## src/rtl/shift_lr_deser_pkg.sv

```systemverilog
// Shared definitions for the shift_lr serial path (transmit and receive ends).
package shift_lr_deser_pkg;

    localparam logic DIR_LEFT  = 1'b0;  // MSB-first
    localparam logic DIR_RIGHT = 1'b1;  // LSB-first
    localparam int   WIDTH_DEF = 8;
    localparam int   SHIFT_MAX = 64;    // widest word the shared shift helper supports

    // One serial shift step on a zero-extended word of 'width' bits.
    // Left: new bit enters at bit 0. Right: new bit enters at bit width-1.
    function automatic logic [SHIFT_MAX-1:0] next_shift(
        input logic [SHIFT_MAX-1:0] sr,
        input logic                 sin,
        input logic                 dir,
        input int                   width
    );
        logic [SHIFT_MAX-1:0] mask;
        logic [SHIFT_MAX-1:0] res;
        mask = (SHIFT_MAX'(1) << width) - SHIFT_MAX'(1);
        if (dir == DIR_LEFT) begin
            res = ((sr << 1) | SHIFT_MAX'(sin)) & mask;
        end else begin
            res = ((sr & mask) >> 1) | (SHIFT_MAX'(sin) << (width - 1));
        end
        return res;
    endfunction

endpackage

```

## src/rtl/shift_lr_deser_if.sv

```systemverilog
// Serial-in / word-out bundle of the deserializer. master = producer/consumer side, slave = deserializer.
interface shift_lr_deser_if
    import shift_lr_deser_pkg::*;
#(
    parameter int WIDTH = WIDTH_DEF
);
    logic             clear;
    logic             sel;
    logic             sin;
    logic             sin_valid;
    logic             out_ready;
    logic [WIDTH-1:0] out;
    logic             out_valid;
    logic             busy;
    logic             overrun;

    modport master (
        output clear, sel, sin, sin_valid, out_ready,
        input  out, out_valid, busy, overrun
    );

    modport slave (
        input  clear, sel, sin, sin_valid, out_ready,
        output out, out_valid, busy, overrun
    );
endinterface

```

## src/rtl/shift_lr_deser_bit_cnt.sv

```systemverilog
// Mod-WIDTH bit counter; wrap pulses on the increment that returns it to zero.
module shift_lr_deser_bit_cnt
    import shift_lr_deser_pkg::*;
#(
    parameter int WIDTH = WIDTH_DEF,
    parameter int CW    = $clog2(WIDTH)
) (
    input  logic          clk,
    input  logic          reset,
    input  logic          inc,
    input  logic          clr,
    output logic [CW-1:0] cnt,
    output logic          wrap
);
    localparam logic [CW-1:0] LAST = CW'(WIDTH - 1);

    logic [CW-1:0] cnt_d;
    logic [CW-1:0] cnt_q;

    // Next count: clear wins, then increment with wrap at WIDTH-1.
    always_comb begin
        cnt_d = cnt_q;
        if (clr) begin
            cnt_d = '0;
        end else if (inc) begin
            cnt_d = (cnt_q == LAST) ? '0 : cnt_q + CW'(1);
        end
    end

    // Count register.
    always_ff @(posedge clk or negedge reset) begin
        if (!reset) cnt_q <= '0;
        else        cnt_q <= cnt_d;
    end

    assign cnt  = cnt_q;
    assign wrap = inc && !clr && (cnt_q == LAST);
endmodule

```

## src/rtl/shift_lr_deser.sv

```systemverilog
// Serial-to-word receiver with per-frame direction, holding register handshake and sticky overrun.
module shift_lr_deser
    import shift_lr_deser_pkg::*;
#(
    parameter int WIDTH = WIDTH_DEF
) (
    input logic clk,
    input logic reset,
    shift_lr_deser_if.slave bus
);
    localparam int CW = $clog2(WIDTH);

    logic [WIDTH-1:0] sr_d, sr_q;
    logic             dir_d, dir_q;
    logic [WIDTH-1:0] out_d, out_q;
    logic             out_valid_d, out_valid_q;
    logic             overrun_d, overrun_q;

    logic [CW-1:0]    cnt;
    logic             wrap;
    logic             shift_en;
    logic             frame_start;
    logic             dir_eff;
    logic             hold_free;
    logic [WIDTH-1:0] nxt;

    // A bit discarded by clear must not advance the frame.
    assign shift_en    = bus.sin_valid && !bus.clear;
    assign frame_start = (cnt == '0);
    // The first bit of a frame already uses the freshly sampled direction.
    assign dir_eff     = frame_start ? bus.sel : dir_q;
    assign hold_free   = !out_valid_q || bus.out_ready;
    assign nxt         = WIDTH'(next_shift(SHIFT_MAX'(sr_q), bus.sin, dir_eff, WIDTH));

    shift_lr_deser_bit_cnt #(.WIDTH(WIDTH), .CW(CW)) u_bit_cnt (
        .clk   (clk),
        .reset (reset),
        .inc   (shift_en),
        .clr   (bus.clear),
        .cnt   (cnt),
        .wrap  (wrap)
    );

    // Shift register, direction latch, holding register and overrun next-state.
    always_comb begin
        sr_d        = sr_q;
        dir_d       = dir_q;
        out_d       = out_q;
        out_valid_d = out_valid_q;
        overrun_d   = overrun_q;

        if (out_valid_q && bus.out_ready) out_valid_d = 1'b0;

        if (bus.clear) begin
            sr_d      = '0;
            overrun_d = 1'b0;
        end else if (shift_en) begin
            if (frame_start) dir_d = bus.sel;
            if (wrap) begin
                sr_d = '0;
                if (hold_free) begin
                    out_d       = nxt;
                    out_valid_d = 1'b1;
                end else begin
                    overrun_d   = 1'b1;
                end
            end else begin
                sr_d = nxt;
            end
        end
    end

    // State registers.
    always_ff @(posedge clk or negedge reset) begin
        if (!reset) begin
            sr_q        <= '0;
            dir_q       <= DIR_LEFT;
            out_q       <= '0;
            out_valid_q <= 1'b0;
            overrun_q   <= 1'b0;
        end else begin
            sr_q        <= sr_d;
            dir_q       <= dir_d;
            out_q       <= out_d;
            out_valid_q <= out_valid_d;
            overrun_q   <= overrun_d;
        end
    end

    assign bus.out       = out_q;
    assign bus.out_valid = out_valid_q;
    assign bus.busy      = (cnt != '0);
    assign bus.overrun   = overrun_q;
endmodule
```

## src/flat_wrapper.sv

```systemverilog
// flat-port wrapper written by rule: the top's interface ports become plain ports
module shift_lr_deser_flat import shift_lr_deser_pkg::*;
#(
    parameter int WIDTH = WIDTH_DEF
)
  (clk, reset, bus_clear, bus_sel, bus_sin, bus_sin_valid, bus_out_ready, bus_out, bus_out_valid, bus_busy, bus_overrun);
  shift_lr_deser_if #(.WIDTH(WIDTH)) bus_i ();
  input logic clk;
  input logic reset;
  input wire logic [$bits(bus_i.clear)-1:0] bus_clear;
  input wire logic [$bits(bus_i.sel)-1:0] bus_sel;
  input wire logic [$bits(bus_i.sin)-1:0] bus_sin;
  input wire logic [$bits(bus_i.sin_valid)-1:0] bus_sin_valid;
  input wire logic [$bits(bus_i.out_ready)-1:0] bus_out_ready;
  output wire logic [$bits(bus_i.out)-1:0] bus_out;
  output wire logic [$bits(bus_i.out_valid)-1:0] bus_out_valid;
  output wire logic [$bits(bus_i.busy)-1:0] bus_busy;
  output wire logic [$bits(bus_i.overrun)-1:0] bus_overrun;
  assign bus_i.clear = bus_clear;
  assign bus_i.sel = bus_sel;
  assign bus_i.sin = bus_sin;
  assign bus_i.sin_valid = bus_sin_valid;
  assign bus_i.out_ready = bus_out_ready;
  assign bus_out = bus_i.out;
  assign bus_out_valid = bus_i.out_valid;
  assign bus_busy = bus_i.busy;
  assign bus_overrun = bus_i.overrun;
  shift_lr_deser #(.WIDTH(WIDTH)) u_core (.clk(clk), .reset(reset), .bus(bus_i));
endmodule
```

## config.mk

```make
export PLATFORM = sky130hd
export DESIGN_NAME = shift_lr_deser_flat
export DESIGN_NICKNAME = d
export VERILOG_FILES = /design/src/rtl/shift_lr_deser_pkg.sv /design/src/rtl/shift_lr_deser_if.sv /design/src/rtl/shift_lr_deser_bit_cnt.sv /design/src/rtl/shift_lr_deser.sv /design/src/flat_wrapper.sv
export SDC_FILE = /design/constraint.sdc
export NUM_CORES = 1
export LEC_CHECK = 0
export CORE_AREA = 2 2 65 49
export DETAILED_ROUTE_END_ITERATION = 10
export DIE_AREA = 0 0 67 51
export GPL_TIMING_DRIVEN = 0
export HOLD_SLACK_MARGIN = 0.03
export PLACE_DENSITY = 0.72
export SLEW_MARGIN = 20
export SYNTH_ARGS = -nofsm -noshare
export SYNTH_HDL_FRONTEND = slang
export SYNTH_HIERARCHICAL = 1
export SYNTH_SLANG_ARGS = --single-unit
export TNS_END_PERCENT = 10
```

## constraint.sdc

```tcl
create_clock -name clk -period 4.7 [get_ports clk]
set_input_delay 0.705 -clock clk [delete_from_list [all_inputs] [get_ports clk]]
set_output_delay 0.705 -clock clk [all_outputs]
set_load 0.01 [all_outputs]
```

# [Yosys cells after proc, flatten, opt, wreduce, memory -nomap -nowiden]
# Cells that the tools add are included.
[word_totals] reg_bits=22 inputBits=7 output_inout_bits=11
[classes] addsub=1 eq_ne=2 muxes=17 bitwise=3 reduce_logical=14
[op_table] operator="two-way mux 8 bit" count=4
[op_table] operator="two-way mux 1 bit" count=10
[op_table] operator="two-way mux 3 bit" count=3
[op_table] operator="bitwise OR 7 x 8 -> 8 bit" count=1
[op_table] operator="bitwise OR 8 x 1 -> 8 bit" count=1
[op_table] operator="logical AND 1 bit" count=4
[op_table] operator="AND reduction 4 bit" count=1
[op_table] operator="nonzero test 2 bit" count=2
[op_table] operator="adder 3 x 1 -> 3 bit (second input constant)" count=1
[op_table] operator="equality test 3 bit (second input constant)" count=1
[op_table] operator="logical NOT 3 bit" count=1
[op_table] operator="AND reduction 3 bit" count=1
[op_table] operator="nonzero test 3 bit" count=1
[op_table] operator="logical NOT 1 bit" count=2
[op_table] operator="inequality test 2 bit (second input constant)" count=1
[op_table] operator="AND reduction 2 bit" count=1
[op_table] operator="logical OR 1 bit" count=1
[op_table] operator="NOT 1 bit" count=1

# [Longest topological paths before layout]
# Gate-level depths: netlist of the first run.
[logic_depth] depth_word=7 mapped_depth=7 ltp_nobuf=6

# [Modules after synthesis]
# The synthesis of the first run kept the hierarchy.
[modules_own_cells] mod="shift_lr_deser" instances=1 cells_per_inst=76 area_each_um2=1036.0 seq_area_each_um2=475.5
[modules_own_cells] mod="shift_lr_deser_bit_cnt" instances=1 cells_per_inst=15 area_each_um2=163.9 seq_area_each_um2=75.1

# [Worst setup path before layout of the first run]
# Ideal clock, no wire load.
[synth_timing] kind="input to register" startpoint="in bus_sin_valid" endpoint="reg u_core.out_q[0] (netlist: u_core/bus.out[0])" arrival_ns=1.749 setup_slack_ns=2.826 cell_stages=6 path_buffers=1 path_cell_list="nor2b_4 nand2_1 nor2_1 and3b_1 buf_6 mux2_4"
[synth_via] elab_chain_len=4
[synth_rtl] item="start: declaration" line_no="flat_wrapper.sv:13" text="input wire logic [$bits(bus_i.sin_valid)-1:0] bus_sin_valid;"
[synth_rtl] item="logical AND 1 bit" line_no="shift_lr_deser.sv:28" text="assign shift_en = bus.sin_valid && !bus.clear;"
[synth_rtl] item="logical AND 1 bit (2 in a row)" line_no="shift_lr_deser_bit_cnt.sv:37" text="assign wrap = inc && !clr && (cnt_q == LAST);"
[synth_rtl] item="via u_core.wrap" line_no="shift_lr_deser.sv:20" text="logic wrap;"
[synth_rtl] item="AND reduction 4 bit (no source line)"
[synth_rtl] item="end signal: assignment" line_no="shift_lr_deser.sv:84" text="out_q <= out_d;"
[synth_rtl] item="end: declaration" line_no="shift_lr_deser.sv:15" text="logic [WIDTH-1:0] out_d, out_q;"
# The timed path passes the listed nets, and every way through them passes these cells.
# A chain may end at the register's enable or synchronous reset.

# [Final worst setup path of the first run]
[layout_timing] startpoint="in bus_clear" endpoint="reg u_core.out_q[2] (netlist: u_core/bus.out[2])"
[layout_via] elab_chain_len=5
[layout_rtl] item="start: declaration" line_no="flat_wrapper.sv:10" text="input wire logic [$bits(bus_i.clear)-1:0] bus_clear;"
[layout_rtl] item="logical NOT 1 bit" line_no="shift_lr_deser.sv:28"
[layout_rtl] item="logical AND 1 bit" line_no="shift_lr_deser.sv:28"
[layout_rtl] item="via u_core.shift_en" line_no="shift_lr_deser.sv:21" text="logic shift_en;"
[layout_rtl] item="logical AND 1 bit (2 in a row)" line_no="shift_lr_deser_bit_cnt.sv:37"
[layout_rtl] item="via u_core.wrap" line_no="shift_lr_deser.sv:20"
[layout_rtl] item="AND reduction 4 bit (no source line)"
# The timed path passes the listed nets, and every way through them passes these cells.

==> summary.md, run 1 <==
| Metric | Value |
|---|---|
| Status | finished clean |
| Die Height | 51 µm |
| Yosys top cell area share | 45.9% |
| Vias post-DR | 788 |
| Root buf cell | clkbuf_8 |
| Crit Path Max Fanout | 10 |
| Leak pwr | approximately 0.73 nW |
| Die Wd | 67 µm |
| Effective utilization at floorplan | about two fifths |
| Power per cell area | between 200 and 300 nW/µm² |
| Netlist Area Pre-Place | between 1000 and 1500 µm² |
| Arr. time, crit path | about 2.5 ns |
| Synth Instances | 91 |
| Setup_tns | 0 ns |
| R2R depth | 7 |
| Final Core Density | 50.4% |
| Wire per inst | 15.8 µm |
| Io pins | 18 |
| Layout cells sized above 1 | between 20% and 30% |
| Hold buffers post-CTS | 0 |
| CTS resizes | 0 |
| Worst skew pair latency | roughly 0.26 ns |
| Critical path endpoint category | flop |
| Longest Clk Path Bufs | 2 |
| H-tree Lvls | 1 |
| Grt total ovfl | 0 |
| Residual DRC count | 0 |
| Register clock-pin slew on the reported worst setup and hold paths | 0.07 ns |
| Min-Delay Path Class | in -> async |
| Hpwl dp | 1660 µm |
| Fin worst setup slack | 2.32 ns |
| GRT Total Usage | about 16% |
| Placer Congestion | about 0.73 |
| Slew HR | 62.8% |
| RSZ-0062 raised after global routing | no |
| Detail Route Antenna Nets | 0 |
| Max-cap violations | 0 |
| Max IR drop VDD | ~0.17 mV |
| Core Rows | 17 |
| Crit share post-route | 50.6% |
| Syn Area/Cell | 13.2 µm² |
| Most frequent cells in the layout | mux2i_1, dfrtp_1, clkdlybuf4s50_1 |
| Final setup violation count | 0 |
| Post-synthesis net count | 100 |
| Hold slack | 0.395 ns |
| Crit path required time | 4.85 ns |
| Vias/cell | roughly 5.3 |
| Final worst path period need | 2.38 ns |
| IO buf count | 16 |
| CTS tree | yes |
| N_diodes | 0 |
| Synth top area cells | dfrtp_1, mux2i_1, mux2_4 |
| Number of global-route vias before repair | 777 |
| F_max | 421 MHz |
| Warning count from the yosys run | 6 |
| First drt pass iteration count | 4 |
| Worst Setup Path Type | in -> reg |
| Sequential area share after synthesis | 45.9% |
| Critical path launch point type | input pin |
| WL final | roughly 2400 µm |
| Reg-to-reg slack, setup | 2.84 ns |
| Sink Count | 22 |
| Largest area contributor in the netlist | dfrtp_1 |
| Hold Violations, Final | 0 |
| Initial antenna violation count | 0 |
| CTS Buf Count | 3 |
| Yosys cell types | 24 |
| Worst-Margin Slew | 0.556 ns |
| Pins Over Slew Limit | 0 |
| Most common cell after layout, fill and taps aside | mux2i_1 |
| Post-CTS Setup Bufs | 0 |
| First-pass GRT wire length | ~4100 µm |
| Largest net degree at the start of global routing | 23 |
| Area Overhead vs Synth | 21.5% |
| Place WS | 2.06 ns |
| Final net count | 121 |
| Drt first-iter violations | 12 |
| Seq cells post-synth | 22 |
| Max Clock Skew | 0.00153 ns |
| Die ar. | 3420 µm² |
| Core box area | 2890 µm² |
## synthesized netlist by cell type
master and number:
buf_6 2, dfrtp_1 22, nor2_1 4, mux2_2 1, a22o_1 8, a31oi_1 1, nor3_2 1, nand2_1 2
a21oi_2 1, nor2b_1 1, inv_1 1, buf_2 1, a21o_1 1, nor2b_2 1, buf_4 2, ha_1 2
mux2_4 8, a21oi_1 1, or3b_1 1, and3b_1 1, nand2b_1 2, nand3b_1 1, mux2i_1 25, nor2b_4 1
## worst max-delay path, cell delays in order
cell	delay, ns
clkdlybuf4s50_1	0.57
nor2b_4	0.28
nand2_1	0.09
nor2_1	0.20
and3b_1	0.21
buf_6	0.16
mux2_4	0.31
## through the flow
step           power [mW]  std cells  cell area [µm²]
2_1_floorplan       0.236         91             1200
3_3_place_gp        0.253        145             1410
3_5_place_dp        0.255        145             1410
4_1_cts             0.390        149             1460
5_1_grt             0.403        149             1460
6_report            0.384        149             1460
## path summary, 6_finish.rpt
path                                    startpoint                  to
setup / recovery                         bus_clear   u_core/bus.out[2]
hold / removal                               reset      u_core/sr_q[6]
setup reg to reg           u_core/u_bit_cnt/cnt[0]   u_core/bus.out[2]
hold reg to reg                 u_core/bus.overrun  u_core/bus.overrun
max in group asynchronous                    reset   u_core/bus.out[3]
min in group clk                u_core/bus.overrun  u_core/bus.overrun
## sequential cells by signal (all words and copies together) (netlist names)
signal and cells:
u_core/bus.overrun 1, u_core/bus.out 8, u_core/dir_q 1, u_core/sr_q 8, u_core/bus.out_valid 1, u_core/u_bit_cnt/cnt 3
## where the power goes
part / internal, mW / leakage (nW) / switching (mW)
logic: 0.0256 / 0.400 / 0.0290
registers: 0.193 / 0.304 / 0.00304
clock network: 0.0747 / 0.0288 / 0.0587
## cell type report
class                      count  area, µm²
buffer                         5       42.5
tap                           38       47.5
fill                         272       1440
clock buffer                   4       55.1
timing repair buffer          16        155
inverter                       1       3.75
sequential                    22        551
multi-input combinational     63        603
## layer usage
| metal | part of all wire, % | vias to the layer above | GRT usage, % | wire (µm) |
|---|---|---|---|---|
| met4 | 2.2 | 0 | 8.16 | 53 |
| met1 | 51 | 394 | 23.1 | 1200 |
| li1 | - | 376 | - | - |
| met5 | 0 | - | 0 | 0 |
| met2 | 43 | 13 | 23.8 | 1010 |
| met3 | 4.0 | 5 | 2.64 | 94 |
## kinds of logic after synthesis
logic type | after synthesis | synth area share [%]
fa+ha+maj | 2 | 2.09
flops | 22 | 45.9
simple gates | 15 | 8.24
compound gates | 12 | 8.13
buf+inv | 6 | 3.86
mux | 34 | 31.8
Note: power is estimated with default switching activity, not from simulation.
==> run 2: changes to the inputs <==
Settings changed: PLACE_DENSITY 0.72 to 0.75.
Clock period 4.7 ns to 2 ns, I/O delays scaled along.
==> run 2 against run 1 <==
Net effect: critical path depth down 3; core utilization up 1.4 points; critical endpoint is now bus_busy; hold slack better by 0.025 ns; routed wire length down 6.0%; largest cell class unchanged; global-route usage down 1.8 points; sequential power up 130%.
==> summary.md, run 2 (synthesized netlist as in run 1, its figures left out) <==
| Metric | Value |
|---|---|
| Placement Cell Area | 1410 µm² (unchanged) |
| Placer Congestion | 0.777 (+7.1%) |
| Pins Over Slew Limit | 0 (unchanged) |
| Internal | 0.784 mW (+170%) |
| Crit Path Max Fanout | 10 (unchanged) |
| Vias post-DR | 798 (+1.3%) |
| Layout cells sized above 1 | 21.9% (+1.2 points) |
| Max-cap violations | 0 (unchanged) |
| Max incr delay on CP | 0.47 ns (-0.10 ns) |
| Root buf cell | clkbuf_8 |
| Final worst path period need | 1.88 ns |
| Vias/cell | 5.25 (-0.73%) |
| IO buf count | 16 (unchanged) |
| R2R Path Start | u_core/u_bit_cnt/cnt[0] |
| Fin area | 1500 µm² (+2.8%) |
| Residual DRC count | 0 (unchanged) |
| Clock power frac | 41.1% (+6.4 points) |
| Core Rows | 17 (unchanged) |
| Arr. time, crit path | 1.58 ns (-0.95 ns) |
| Hold Violations, Final | 0 (unchanged) |
| CTS Buf Count | 3 (unchanged) |
| Most common cell after layout, fill and taps aside | mux2i_1 |
| Worst Setup Path Type | reg -> out |
| Worst-Margin Slew | 0.537 ns (-0.0191 ns) |
| Crit path cell chain | nor3_2 -> buf_6 -> inv_1 -> clkdlybuf4s50_1 |
| Wire per inst | 14.6 µm (-7.9%) |
| Status | finished clean |
| Register clock-pin slew on the reported worst setup and hold paths | 0.08 ns (about the same) |
| Area Overhead vs Synth | 24.9% |
| First drt pass iteration count | 4 (unchanged) |
| Max IR drop VDD | 0.616 mV (+270%) |
| Critical path endpoint category | output pin |
| Power per cell area | 667 nW/µm² (+150%) |
| H-tree Lvls | 1 (unchanged) |
| Grt total ovfl | 0 (unchanged) |
| Detail Route Antenna Nets | 0 (unchanged) |
| Fill cells | 260 (-4.4%) |
| First-pass GRT wire length | 3660 µm (-11%) |
| Sequential share of power | 46.0% (-5.1 points) |
| Min-Delay Path Class | in -> reg |
| Die Wd | 67 µm (unchanged) |
| Leak pwr | 0.754 nW (+2.9%) |
| Core box area | 2890 µm² (unchanged) |
| Largest net degree at the start of global routing | 23 (unchanged) |
| Slew HR | 64.1% (+1.3 points) |
| Longest Clk Path Bufs | 2 (unchanged) |
| Crit path required time | 1.70 ns (-3.15 ns) |
| Combinational Power Share | 12.9% (-1.3 points) |
| Worst skew pair latency | 0.26 ns (about the same) |
| Hpwl dp | 1540 µm (-7.2%) |
| Crit share post-route | a little over nine tenths |
| Critical path launch point type | flop |
| Drt first-iter violations | 18 (+6) |
| Effective utilization at floorplan | 41.5% (unchanged) |
| F_max | 533 MHz |
| GRT Total Usage | 14.4% (-1.8 points) |
| Sw Pwr | 0.215 mW (+140%) |
| Die ar. | 3420 µm² (unchanged) |
| Total Power | 0.999 mW (+160%) |
| Switching Fraction | 21.5% (-2.1 points) |
| Max Clock Skew | 0.00505 ns (+0.00352 ns) |
| Number of global-route vias before repair | 747 (-3.9%) |
| Initial antenna violation count | 0 (unchanged) |
| RSZ-0062 raised after global routing | no |
| CTS tree | yes |
| CP max-delay cell | clkdlybuf4s50_1 |
| Setup_tns | 0 ns (unchanged) |
| Die Height | 51 µm (unchanged) |
| Io pins | 18 (unchanged) |
| WL final | 2220 µm (-6.0%) |
| Most frequent cells in the layout | mux2i_1, dfrtp_1, clkdlybuf4s50_1 |
| Sink Count | 22 (unchanged) |
| CP startpoint | u_core/u_bit_cnt/cnt[2] |
| Worst hold path startpoint | bus_sel |
| Final net count | 124 (+2.5%) |
| N_diodes | 0 (unchanged) |
| Final setup violation count | 0 (unchanged) |
==> run 2: changes by cell type in the layout (fill, tap and decap cells not counted) <==
cell / delta
buf_4: +2
dlygate4sd3_1: +1
bufinv_16: +1
clkbuf_8: -1
==> run 2: critical path, delay by kind of cell (launching register included) <==
| family | cells | cell delay (ns) |
|---|---|---|
| flops | 1 | 0.41 |
| buf+inv | 3 | 0.71 |
| simple gates | 1 | 0.20 |
==> run 2: worst paths after layout <==
path                       cells after the start  slack [ns]                      end
max                                            4        0.12                 bus_busy
min                                            2        0.42             u_core/dir_q
max reg2reg                                    7        0.19        u_core/bus.out[3]
min reg2reg                                    2        0.51       u_core/bus.overrun
max in group asynchronous                      2        1.12        u_core/bus.out[4]
min in group asynchronous                      2        0.53  u_core/u_bit_cnt/cnt[0]
==> run 2: timing repair <==
action,4_1_cts,5_1_grt
hold endpoints to repair,0,13
gates resized for setup,0,0
setup endpoints to repair,0,8
buffers inserted,0,2
hold buffers,0,1
==> run 2: layout make-up <==
type | instances | area (µm²) | area share [%]
Buffer | 5 | 42.5 | 2.84
Clock buffer | 3 | 41.3 | 2.75
Clock inverter | 1 | 30.0 | 2.00
Inverter | 1 | 3.75 | 0.250
Multi-Input combinational cell | 63 | 603 | 40.2
Sequential cell | 22 | 551 | 36.7
Tap cell | 38 | 47.5 | 3.17
Timing Repair Buffer | 19 | 180 | 12.0
==> run 2: per-layer routing <==
metal	GRT usage (%)	share of wire [%]
met1	20.7	51
met5	0	0
met2	21.6	44
met4	1.02	0
met3	5.51	4.6
==> run 2: through the flow <==
step,hold WS [ns],instances,util [%],setup slack (ns)
detailed placement,0.497,145,48.7,-0.260
finish,0.419,152,51.8,0.125
global placement,0.487,145,48.7,-0.206
global route,0.416,152,51.8,0.0141
floorplan,0.00441,91,-,0.368
CTS,0.414,149,51.1,0.0230
==> run 2: power by group through the flow <==
stage,Sequential [mW],Clock [mW],Combinational [mW]
4_1_cts,0.460,0.425,0.127
6_report,0.460,0.411,0.129
2_1_floorplan,0.467,0,0.0866
3_5_place_dp,0.468,0,0.127
3_3_place_gp,0.468,0,0.125
5_1_grt,0.461,0.444,0.142
==> run 3: changes to the inputs <==
Settings changed: CORE_AREA 2 2 65 49 to 2 2 59 45, DIE_AREA 0 0 67 51 to 0 0 61 47, PLACE_DENSITY 0.75 to 0.77, SYNTH_HIERARCHICAL 1 to not set.
==> run 3 against run 2 <==
Net effect: combinational power is 19% lower; cell count is 5.3% lower; synthesized area is 18% lower; first-iteration DRC count is 56% lower; critical endpoint unchanged; clock skew is 0.0014 ns lower; largest power group unchanged.
==> summary.md, run 3 <==
| Metric | Value |
|---|---|
| Status | finished clean |
| Grt total ovfl | 0 (unchanged) |
| Hold-critical path depth | 2 (unchanged) |
| Buf/Inv on CP | 2 (-1) |
| Hold buffers post-CTS | 0 (unchanged) |
| Area Overhead vs Synth | 23.2% |
| Number of global-route vias before repair | 735 (-1.6%) |
| CTS resizes | 0 (unchanged) |
| Crit share post-route | 95.3% (+1.5 points) |
| Reg-to-reg endpoint | u_core.sr_q[7] |
| Min-Delay Path Class | in -> reg |
| Pins Over Slew Limit | 0 (unchanged) |
| Initial antenna violation count | 0 (unchanged) |
| Switching Fraction | 24.0% (+2.5 points) |
| Synth Instances | 91 (unchanged) |
| Reg-to-reg slack, setup | 0.19 ns (about the same) |
| Fill cells | 224 (-14%) |
| Io pins | 18 (unchanged) |
| Critical path launch point type | flop |
| Cell with the most instances after synthesis | dfrtp_1 |
| Internal | 0.617 mW (-21%) |
| First drt pass iteration count | 4 (unchanged) |
| Combinational Power Share | 13.0% (about the same) |
| Final worst path period need | 1.91 ns (+0.0301 ns) |
| Layout cells sized above 1 | 10.0% (-12 points) |
| Residual DRC count | 0 (unchanged) |
| Die Wd | 61 µm (-9.0%) |
| Die ar. | 2870 µm² (-16%) |
| Crit Path Max Fanout | 3 (-7) |
| Largest area contributor in the netlist | dfrtp_1 |
| Synth top area cells | dfrtp_1, mux2i_1, nor2_1 |
| Setup_tns | 0 ns (unchanged) |
| Core Rows | 15 (-2) |
| Vias/cell | 4.83 (-8.1%) |
| Hpwl dp | 1420 µm (-7.8%) |
| CP max-delay cell | clkdlybuf4s50_1 |
| First-pass GRT wire length | 3310 µm (-9.6%) |
| IO buf count | 15 (-1) |
| Place WS | 0.203 ns (+0.463 ns) |
| Hold Violations, Final | 0 (unchanged) |
| Clock power frac | 29.6% (-12 points) |
| Crit path required time | 1.70 ns (about the same) |
| Root buf cell | clkbuf_4 |
| R2R Path Start | u_core.u_bit_cnt.cnt[0] |
| CTS tree | yes |
| Worst hold path startpoint | bus_clear |
| Primary FF master, synth | dfrtp_1 |
| Top cells by count, synth | dfrtp_1, nor2_1, mux2i_1 |
| Max incr delay on CP | 0.53 ns (+0.06 ns) |
| Sink Count | 22 (unchanged) |
| F_max | 525 MHz (-1.6%) |
| Longest Clk Path Bufs | 2 (unchanged) |
| Arr. time, crit path | 1.61 ns (+0.03 ns) |
| Sequential share of power | 57.4% (+11 points) |
| Max IR drop VDD | 0.348 mV (-44%) |
| Power per cell area | 667 nW/µm² (about the same) |
| Detail Route Antenna Nets | 0 (unchanged) |
| R2R depth | 6 (-1) |
| Effective utilization at floorplan | 42.8% (+1.3 points) |
| Register clock-pin slew on the reported worst setup and hold paths | 0.12 ns (+0.04 ns) |
| Post-CTS Setup Bufs | 0 (unchanged) |
| Hold Path Sink | u_core.u_bit_cnt.cnt[2] |
| Synth async-reset ratio | 100% (unchanged) |
| Max Clock Skew | 0.00365 ns (-0.00140 ns) |
| Drt first-iter violations | 8 (-10) |
| Placer Congestion | 0.686 (-12%) |
| Core box area | 2310 µm² (-20%) |
| Yosys top cell area share | 55.8% (+9.9 points) |
| EDFF count, synth | 0 (unchanged) |
| Largest net degree at the start of global routing | 23 (unchanged) |
| Leak pwr | 0.568 nW (-25%) |
| CTS Buf Count | 3 (unchanged) |
| H-tree Lvls | 1 (unchanged) |
| Fin worst setup slack | 0.0948 ns (-0.0301 ns) |
| Die Height | 47 µm (-7.8%) |
| Crit path cell chain | inv_1 -> ha_1 -> nand2b_4 -> clkdlybuf4s50_1 |
| WL final | 1910 µm (-14%) |
| Yosys cell types | 23 (-4.2%) |
| Slew HR | 35.5% (-29 points) |
| Sw Pwr | 0.195 mW (-9.5%) |
| Most frequent cells in the layout | dfrtp_1, clkdlybuf4s50_1, nor2_1 |
| Critical path endpoint category | output pin |
| N_diodes | 0 (unchanged) |
| Final setup violation count | 0 (unchanged) |
| Sequential area share after synthesis | 55.8% (+9.9 points) |
| Most common cell after layout, fill and taps aside | dfrtp_1 |
| Wire per inst | 13.3 µm (-9.1%) |
| Worst Setup Path Type | reg -> out |
| Warning count from the yosys run | 0 (-6) |
| GRT Total Usage | 16.4% (+2.0 points) |
| Worst-Margin Slew | 0.964 ns (+0.427 ns) |
| Max-cap violations | 0 (unchanged) |
| Seq cells post-synth | 22 (unchanged) |
| Final net count | 121 (-2.4%) |
| Worst skew pair latency | 0.30 ns (+0.04 ns) |
| Post-synthesis net count | 101 (+1.0%) |
| Top Family by Delay on Critical Path | buffers and inverters |
| Vias post-DR | 695 (-13%) |
| Netlist Area Pre-Place | 987 µm² (-18%) |
| RSZ-0062 raised after global routing | no |
| CP startpoint | u_core.u_bit_cnt.cnt[0] |
| Syn Area/Cell | 10.8 µm² (-18%) |
## run 3: cell types whose count changed in the layout (fill, tap and decap cells not counted), moves of 4 or more
cell     delta
nand2_1     +4
mux2_4      -8
a21oi_1     +7
buf_4       -4
a22o_1      -8
nor2_1     +10
o21ai_1     +6
mux2i_1    -15
## run 3: cell type report
type / count / area (µm²) / area share, %
Sequential cell: 22 / 551 / 45.3
Multi-Input combinational cell: 60 / 399 / 32.8
Timing Repair Buffer: 15 / 150 / 12.3
Tap cell: 34 / 42.5 / 3.50
Clock buffer: 4 / 36.3 / 2.98
Buffer: 4 / 18.8 / 1.54
Inverter: 5 / 18.8 / 1.54
## run 3: kinds of logic (layout without fill, tap and decap cells)
family | after synthesis | in the layout | synth area share [%]
muxes | 12 | 12 | 13.6
and+or+nand+nor | 27 | 27 | 12.8
AOI/OAI and AO/OA | 18 | 18 | 10.3
buffers and inverters | 9 | 28 | 3.80
DFF | 22 | 22 | 55.8
adders and majority gates | 3 | 3 | 3.80
## run 3: power by group through the flow
stage	Clock, mW	Sequential [mW]	Combinational [mW]
3_5_place_dp	0	0.475	0.106
6_report	0.240	0.466	0.105
4_1_cts	0.252	0.466	0.106
3_3_place_gp	0	0.474	0.102
5_1_grt	0.269	0.468	0.114
2_1_floorplan	0	0.474	0.0681
## run 3: layer usage
layer	track usage (%)	wire length [µm]	share of wire, %
met1	23.1	977	51
met2	23.9	837	44
met3	3.86	53	2.8
met4	8.70	42	2.2
met5	0	0	0
## run 3: how the worst max path moves through the flow
stage,endpoint,slack [ns],cells past startpoint
2_1_floorplan,u_core.sr_q[7],0.41,6
5_1_grt,bus_busy,0.005,4
6_report,bus_busy,0.09,4
3_5_place_dp,u_core.sr_q[7],0.20,6
4_1_cts,bus_busy,0.06,4
3_3_place_gp,u_core.sr_q[7],0.27,6
## run 3: metrics by stage
stage	util [%]	instance area [µm²]	cells	power, mW	hold WS (ns)
detailed placement	51.1	1180	140	0.581	0.484
floorplan	-	987	91	0.542	0.00441
global route	52.7	1220	144	0.851	0.279
global placement	51.1	1180	140	0.576	0.471
CTS	52.7	1220	144	0.825	0.251
finish	52.7	1220	144	0.811	0.272
==> patch: new RTL, config.mk and constraints of run 3 <==
`WIDTH_DEF`: 8 -> 4.
--- a/src/rtl/shift_lr_deser_pkg.sv
+++ b/src/rtl/shift_lr_deser_pkg.sv
@@ -4,5 +4,5 @@
     localparam logic DIR_LEFT  = 1'b0;  // MSB-first
     localparam logic DIR_RIGHT = 1'b1;  // LSB-first
-    localparam int   WIDTH_DEF = 8;
+    localparam int   WIDTH_DEF = 4;
     localparam int   SHIFT_MAX = 64;    // widest word the shared shift helper supports
 
Interface: changed (resized bus_out); port bits go from 18 to 14. The function was not compared with the original's and may differ.
==> patch against run 3 <==
  * Largest power group unchanged
  * Wire length is 27% lower
  * Synthesized area fell by 30%
  * Total power is 30% lower
  * Combinational power grew 6%
  * Setup slack better by 0.0079 ns
  * Via count down 23%
  * Final area decreased by 28%
  * Cell count down 21%
  * Synthesized cell count down 29%
  * Sequential cell count shrank 9
==> patch: results (changes against run 3) <==
qor: cells_and_area.drive_above_1_share 22.5% [was 10.0%]
qor: power_and_ir_drop.vdd_ir_drop_max 0.362 mV [was 0.348 mV]
qor: worst_setup_path.regToRegSetupSlack 0.10 ns [was 0.19 ns]
qor: detailed_routing.wl_met3 96 um [was 53 um]
qor: grt.grt_max_degree 14 [was 23]
qor: place.final_hpwl_from_detailed_placement 1040 um [was 1420 um]
qor: worst_setup_path.worstPathMaxFanout 10 [was 3]
qor: synthesis.syn-num-nets 74 [was 101]
qor: worst_setup_path.worstPathArrival 2.06 ns [was 1.61 ns]
qor: sta.fin_crit 1.90 ns [was 1.91 ns]
qor: detailed_routing.met1_wire_length 699 um [was 977 um]
qor: grt.globalRouteTotalUtil 11.7% [was 16.4%]
qor: power_and_ir_drop.power.static_leakage 0.383 nW [was 0.568 nW]
qor: synthesis.synth_cell_type_count 21 [was 23]
qor: synthesis.synth.area.top_cells dfrtp_1, mux2_2, a31oi_1, or3_1, nand2_1 [was dfrtp_1, mux2i_1, nor2_1, a21oi_1, ha_1]
qor: sta.holdWs 0.286 ns [was 0.272 ns]
qor: detailed_routing.met2RoutedLength 603 um [was 837 um]
qor: detailed_routing.top_layer_used met3 [was met4]
qor: grt.first_global_vias 549 [was 735]
qor: place.io_buffers 11 [was 15]
qor: detailed_routing.routed-via-count 537 [was 695]
qor: status.outcome finished clean [unchanged]
qor: sta.setup_tns 0 ns [unchanged]
qor: detailed_routing.avgRoutedWirePerCell 12.3 um [was 13.3 um]
qor: cells_and_area.nNetsFinal 90 [was 121]
qor: place.place_congestion 0.810 [was 0.686]
qor: clock_tree.worstSkewPairLatency 0.28 ns [was 0.30 ns]
qor: clock_tree.clkTransAtPathRegs 0.08 ns [was 0.12 ns]
qor: place.post-place-ws 0.0985 ns [was 0.203 ns]
qor: grt.global_route_wire_length_before_repair 2370 um [was 3310 um]
qor: detailed_routing.drt_first_iter_violations 12 [was 8]
## patch: cell types whose count changed in the layout (fill, tap and decap cells not counted), sizes merged, moves of 2 or more
cell / before / now
a21oi: 8 / 1
a31oi: 1 / 5
clkdlybuf4s50: 15 / 11
dfrtp: 22 / 13
mux2: 1 / 9
mux2i: 11 / 2
nand2: 6 / 8
nor2: 15 / 4
o21ai: 6 / 0
o32ai: 2 / 0
or3: 1 / 5
or3b: 0 / 3
## patch: per-stage QoR
stage / instance area [sq um] / util (%) / power [mW] / cells
after global routing: 871 / 37.7 / 0.599 / 114
after detailed placement: 843 / 36.5 / 0.407 / 110
after CTS: 871 / 37.7 / 0.576 / 114
after floorplan: 691 / - / 0.363 / 65
after global placement: 843 / 36.5 / 0.403 / 110
final: 871 / 37.7 / 0.566 / 114
## patch: final timing paths
kind / endpoint / depth (start not counted)
min: u_core.sr_q[0] / 2
max reg2reg: u_core.bus.out[1] / 6
min in group asynchronous: u_core.sr_q[3] / 1
max in group asynchronous: u_core.bus.overrun / 1
max: u_core.bus.out[1] / 6
min reg2reg: u_core.bus.out[2] / 1
## patch: metal layers
layer | track usage [%] | up-vias
met5 | 0 | -
met4 | 2.61 | 0
met3 | 6.34 | 0
met2 | 17.6 | 14
met1 | 14.9 | 266
li1 | - | 257
## patch: report_power, final
part	internal, mW	leakage, nW	switching [mW]
Clock	0.0742	0.0177	0.0900
Combinational	0.0614	0.189	0.0497
Sequential	0.279	0.177	0.0115
## patch: cells by family (layout without fill, tap and decap cells)
group | Yosys count | after routing | synth area share, %
and+or+nand+nor | 25 | 25 | 20.1
DFF | 13 | 13 | 47.1
buffers and inverters | 8 | 23 | 5.80
adders and majority gates | 2 | 2 | 3.62
AOI/OAI and AO/OA | 6 | 6 | 5.25
muxes | 11 | 11 | 18.1
## patch: final cells by class
| class | count | area, sq um |
|---|---|---|
| Buffer | 4 | 25.0 |
| Clock buffer | 3 | 22.5 |
| Clock inverter | 1 | 5.00 |
| Fill cell | 256 | 1440 |
| Inverter | 4 | 15.0 |
| Multi-Input combinational cell | 44 | 325 |
| Sequential cell | 13 | 325 |
| Tap cell | 34 | 42.5 |
| Timing Repair Buffer | 11 | 110 |
## patch: worst max-delay path, stage by stage, from the launching register on
cell and delay (ns):
dfrtp_1 0.42, inv_1 0.07, ha_1 0.19, mux2i_2 0.32, buf_6 0.18, mux2_2 0.34
mux2_2 0.27
